$ cat src/rtl/pm_pkg.sv
// Shared types and constants for the pattern-match engines.
package pm_pkg;

    localparam int unsigned PatW   = 64;
    localparam int unsigned MaxLen = 8;

    localparam int unsigned CtrlOpHi  = 15;
    localparam int unsigned CtrlOpLo  = 14;
    localparam int unsigned CtrlLenHi = 13;
    localparam int unsigned CtrlLenLo = 11;
    localparam int unsigned CtrlNHi   = 10;
    localparam int unsigned CtrlNLo   = 0;

    typedef enum logic [1:0] {
        OpAbort     = 2'b00,
        OpCount     = 2'b01,
        OpFirst     = 2'b10,
        OpCountNovl = 2'b11
    } op_e;

    typedef enum logic [1:0] {
        StIdle = 2'b00,
        StRun  = 2'b01,
        StDone = 2'b10
    } state_e;

endpackage

$ cat src/rtl/pm_window_cmp.sv
// Compares the newest L window bytes against pattern bytes L-1..0; purely combinational.
module pm_window_cmp
    import pm_pkg::*;
(
    input  logic [PatW-1:0] window_i,
    input  logic [PatW-1:0] pattern_i,
    input  logic [2:0]      len_m1_i,
    input  logic [3:0]      fill_i,
    output logic            match_o
);

    logic       all_eq;
    logic [2:0] idx;

    always_comb begin
        all_eq = 1'b1;
        idx    = 3'd0;
        for (int unsigned j = 0; j < MaxLen; j++) begin
            if (j <= 32'(len_m1_i)) begin
                // Window byte 0 is the newest, so it pairs with the last pattern byte.
                idx = len_m1_i - 3'(j);
                if (window_i[8*j +: 8] != pattern_i[8*idx +: 8]) begin
                    all_eq = 1'b0;
                end
            end
        end
        match_o = all_eq && (fill_i >= ({1'b0, len_m1_i} + 4'd1));
    end

endmodule

$ cat src/rtl/pattern_match_unit.sv
// Byte-serial pattern matcher: counts/finds an up-to-8-byte pattern in an N-byte stream.
module pattern_match_unit
    import pm_pkg::*;
#(
    parameter int unsigned CntW = 16
) (
    input  logic            clk_i,
    input  logic            reset_i,
    input  logic            load_i,
    input  logic [PatW-1:0] pattern_i,
    input  logic [15:0]     control_i,
    input  logic            s_valid_i,
    input  logic [7:0]      s_data_i,
    output logic            s_ready_o,
    output logic            busy_o,
    output logic            done_o,
    output logic            found_o,
    output logic [CntW-1:0] match_count_o,
    output logic [CntW-1:0] first_index_o
);

    state_e            state_q, state_d;
    op_e               op_q, op_d;
    logic [2:0]        len_q, len_d;
    logic [10:0]       n_q, n_d;
    logic [PatW-1:0]   pattern_q, pattern_d;
    logic [PatW-1:0]   window_q, window_d;
    logic [3:0]        fill_q, fill_d;
    logic [10:0]       cnt_q, cnt_d;
    logic              found_q, found_d;
    logic [CntW-1:0]   match_count_q, match_count_d;
    logic [CntW-1:0]   first_index_q, first_index_d;

    logic              accept;
    logic [PatW-1:0]   win_shift;
    logic [3:0]        fill_inc;
    logic              hit;

    assign accept    = s_valid_i && (state_q == StRun);
    assign win_shift = {window_q[PatW-9:0], s_data_i};
    assign fill_inc  = (fill_q == 4'd8) ? 4'd8 : fill_q + 4'd1;

    pm_window_cmp u_cmp (
        .window_i  (win_shift),
        .pattern_i (pattern_q),
        .len_m1_i  (len_q),
        .fill_i    (fill_inc),
        .match_o   (hit)
    );

    always_comb begin
        state_d       = state_q;
        op_d          = op_q;
        len_d         = len_q;
        n_d           = n_q;
        pattern_d     = pattern_q;
        window_d      = window_q;
        fill_d        = fill_q;
        cnt_d         = cnt_q;
        found_d       = found_q;
        match_count_d = match_count_q;
        first_index_d = first_index_q;

        if (load_i) begin
            op_d          = op_e'(control_i[CtrlOpHi:CtrlOpLo]);
            len_d         = control_i[CtrlLenHi:CtrlLenLo];
            n_d           = control_i[CtrlNHi:CtrlNLo];
            pattern_d     = pattern_i;
            window_d      = '0;
            fill_d        = 4'd0;
            cnt_d         = 11'd0;
            found_d       = 1'b0;
            match_count_d = '0;
            first_index_d = '0;
            if (op_d == OpAbort) begin
                state_d = StIdle;
            end else if (n_d == 11'd0) begin
                state_d = StDone;
            end else begin
                state_d = StRun;
            end
        end else if (accept) begin
            window_d = win_shift;
            fill_d   = fill_inc;
            cnt_d    = cnt_q + 11'd1;
            if (hit) begin
                if (match_count_q != '1) begin
                    match_count_d = match_count_q + 1'b1;
                end
                if (!found_q) begin
                    found_d       = 1'b1;
                    // bytes_consumed - L == cnt_q - (L-1)
                    first_index_d = CntW'(cnt_q) - CntW'(len_q);
                end
                if (op_q == OpCountNovl) begin
                    fill_d = 4'd0;
                end
                if (op_q == OpFirst) begin
                    state_d = StDone;
                end
            end
            if (cnt_d == n_q) begin
                state_d = StDone;
            end
        end
    end

    always_ff @(posedge clk_i or posedge reset_i) begin
        if (reset_i) begin
            state_q       <= StIdle;
            op_q          <= OpAbort;
            len_q         <= 3'd0;
            n_q           <= 11'd0;
            pattern_q     <= '0;
            window_q      <= '0;
            fill_q        <= 4'd0;
            cnt_q         <= 11'd0;
            found_q       <= 1'b0;
            match_count_q <= '0;
            first_index_q <= '0;
        end else begin
            state_q       <= state_d;
            op_q          <= op_d;
            len_q         <= len_d;
            n_q           <= n_d;
            pattern_q     <= pattern_d;
            window_q      <= window_d;
            fill_q        <= fill_d;
            cnt_q         <= cnt_d;
            found_q       <= found_d;
            match_count_q <= match_count_d;
            first_index_q <= first_index_d;
        end
    end

    assign s_ready_o     = (state_q == StRun);
    assign busy_o        = (state_q == StRun);
    assign done_o        = (state_q == StDone);
    assign found_o       = found_q;
    assign match_count_o = match_count_q;
    assign first_index_o = first_index_q;

endmodule

$ cat config.mk
export PLATFORM = sky130hd
export DESIGN_NAME = pattern_match_unit
export DESIGN_NICKNAME = d
export VERILOG_FILES = /design/src/rtl/pm_pkg.sv /design/src/rtl/pm_window_cmp.sv /design/src/rtl/pattern_match_unit.sv
export SDC_FILE = /design/constraint.sdc
export NUM_CORES = 1
export LEC_CHECK = 0
export ABC_AREA = 1
export CORE_MARGIN = 3
export CORE_UTILIZATION = 25
export DETAILED_ROUTE_END_ITERATION = 8
export MAX_ROUTING_LAYER = met4
export PLACE_DENSITY = 0.47
export SKIP_LAST_GASP = 1
export SYNTH_ARGS = -nofsm -noshare
export SYNTH_HDL_FRONTEND = slang
export SYNTH_SLANG_ARGS = --single-unit
$ cat constraint.sdc
create_clock -name clk_i -period 7.95 [get_ports clk_i]
set_input_delay 1.59 -clock clk_i [delete_from_list [all_inputs] [get_ports clk_i]]
set_output_delay 1.59 -clock clk_i [all_outputs]
set_load 0.02 [all_outputs]
==> metrics.txt <==
final setup vio count 0; DR vias 11,700; port bufs 127; cells along the critical path buf_4 -> clkinv_1 -> ha_1 -> inv_1 -> nand3_1 -> nand3_1 -> nand2_1 -> nand2_1 -> nand2_1 -> inv_1 -> nand2_1 -> nor2_1 -> nand2_1 -> nand2_1 -> nand2_1 -> nor2_1 -> nand2_2 -> nor2_4 -> nand2_1 -> nand2_1 -> nand2_1 -> nand2_1; total I/O pin count 128; routability cong. 0.905; Avg Cell Area, Syn 6.79 sq um; CP max-delay cell inv_1; final worst slack 2.51 ns; CP Class register to register; global-route usage over all layers 0.184; commonest non-fill, non-tap cells in the layout 637 x nand2_1, 391 x nand3_1, 181 x dfrtp_1, 126 x clkdlybuf4s50_1, 113 x inv_1; commonest non-fill, non-tap cell in the layout nand2_1; Most common cell on crit path nand2_1; DRC viols 0; antenna violations before repair 0; Mapped Area 11,500 sq um; Max clock buf depth 2; register area share after synthesis 0.396; H-tree Lvls 4; antenna-violating nets left 0; vias per cell 4.92; first-pass GRT wire length 66.6 mm; Synth cell types 36; Initial Util 0.257; Worst Path Max Fanout 36; Layout Area Growth over Synthesis 20.2%; die height 221 um; Worst-Skew Late Latency 0.47 ns; Fillers 4,920; number of global-route vias before repair 11,200; synthesized instance count 1,694; die area 48,600 sq um; clock slew at reported path FFs 0.07 ns; # diodes 0; Peak VDD IR 169 uV; share of layout cells above drive strength 1 0.0343; Final #Nets 1,880; wire length per cell 18.1 um; Setup Buffers After CTS 0; Final Total Pwr 0.00270 W; core area 44,800 sq um; Post-CTS Resized 0; RSZ-0062 raised after global routing no; worst r2r src len_q[1]; gr ovfl total 0; skew final 0.0247 ns; leakage 6.61 nW; Hold/Removal Path Class register to register; slowest cell delay on critical path 0.88 ns; Die X 221 um; endpoint class of the critical path register; FF-to-FF setup slack 2.51 ns; TritonCTS buffer count 17; Synth area leaders dfrtp_1 40%, nand2_1 21%, nand3_1 17%; largest net degree at the start of global routing 127; TritonCTS clock tree built; max_cap viols 0; Post-CTS Hold Buffers 0; Pre-Repair DR Iteration Count 7; DRT Wirelength 42.9 mm; CTS root buffer clkbuf_16; Worst Setup SP len_q[1]; FP Rows 77; post-route minimum period 5.44 ns; hold path start n_q[10]; CP arrival 5.84 ns; CTS sink count 182; Max Clk Rate 184 MHz; #FFs+latches synth 182; dominant cell type by area after synthesis dfrtp_1; final hold vios 0; Worst setup SP type register; worst path required time 8.35 ns; detailed-placement wirelength estimate 31.7 mm; power per cell area 196 nW/um^2; final worst path period share 0.684; Tightest Pin Transition 1.21 ns; Rel. slew slack 0.190; status finished, final reports clean; Max Slew Vio Count 0; YS warnings 0; Synth top area share 0.396; setup TNS 0 ns; Setup WS pre-CTS 2.59 ns; DR iter-0 viols 1,021; Post-Syn Nets 1,809
layer usage:
layer / global-route usage / up-vias / part of all wire
met5: - / - / 0
met4: 0.0422 / 0 / 0.016
met3: 0.0456 / 43 / 0.072
met2: 0.264 / 384 / 0.43
met1: 0.263 / 5529 / 0.49
li1: - / 5712 / -
cells by family after synthesis:
group / after synthesis / share of synthesized area
buf+inv: 206 / 0.0736
xor+xnor: 26 / 0.0211
flops: 182 / 0.396
fa+ha+maj: 23 / 0.0257
compound gates: 101 / 0.0522
simple gates: 1156 / 0.432
layout make-up:
| type | instances | area (sq um) | area share |
|---|---|---|---|
| multi-input combinational | 1306 | 6110 | 0.442 |
| sequential | 182 | 4560 | 0.329 |
| timing repair buffer | 139 | 1360 | 0.0983 |
| tap | 592 | 741 | 0.0536 |
| inverter | 119 | 455 | 0.0329 |
| clock buffer | 19 | 443 | 0.0320 |
| clock inverter | 13 | 168 | 0.0121 |
final timing paths:
check                              endpoint  cells after the start
min in group asynchronous     pattern_q[59]                      2
max in group asynchronous      window_q[13]                      3
max                        first_index_o[4]                     22
min                                 n_q[10]                      2
max reg2reg                first_index_o[4]                     22
min reg2reg                         n_q[10]                      2
flip-flops by register name, summed over array words and instances, names as in the netlist:
name / count
match_count_o: 16
window_q: 56
first_index_o: 12
len_q: 3
found_o: 1
fill_q: 4
op_q: 2
n_q: 11
state_q: 2
pattern_q: 64
cnt_q: 11
metrics by stage:
step                      hold WS [ns]  utilization  cells  instance area (sq um)
after global routing             0.519        0.309   2370                  13800
after global placement           0.476        0.295   2338                  13200
final                            0.496        0.309   2370                  13800
after floorplan                  0.456            -   1694                  11500
after CTS                        0.503        0.309   2370                  13800
after detailed placement         0.486        0.295   2338                  13200
cell usage after synthesis:
cell type / number
buf_1: 11
xnor2_2: 1
and2_1: 1
nand3b_1: 3
xnor2_1: 2
nor2_1: 74
nand2_4: 1
buf_6: 1
a21oi_1: 7
o22ai_1: 64
nand2_1: 638
nor3b_1: 3
buf_4: 9
clkbuf_1: 40
or2_2: 2
buf_2: 26
nor2_4: 1
nor3_2: 1
nor2_2: 1
clkinv_1: 1
o211ai_1: 3
nor3_1: 12
nand2_2: 2
ha_1: 22
o21ai_0: 25
fa_1: 1
nand4_1: 21
nor4_1: 5
a221o_1: 1
inv_1: 116
inv_2: 2
o21a_1: 1
nand3_1: 391
xor2_1: 22
xor2_2: 1
dfrtp_1: 182
worst max-delay path, delay by kind of cell (launching register included):
| family | cells | cell delay (ns) |
|---|---|---|
| adders and majority gates | 1 | 0.60 |
| buffers and inverters | 4 | 2.13 |
| DFF | 1 | 0.32 |
| and+or+nand+nor | 17 | 2.29 |
power by group:
| group | switching, W | internal, W |
|---|---|---|
| combinational | 0.000512 | 0.000251 |
| sequential | 0.0000575 | 0.000972 |
| clock | 0.000405 | 0.000507 |
| total | 0.000975 | 0.00173 |
(Power assumes the default switching activity.)
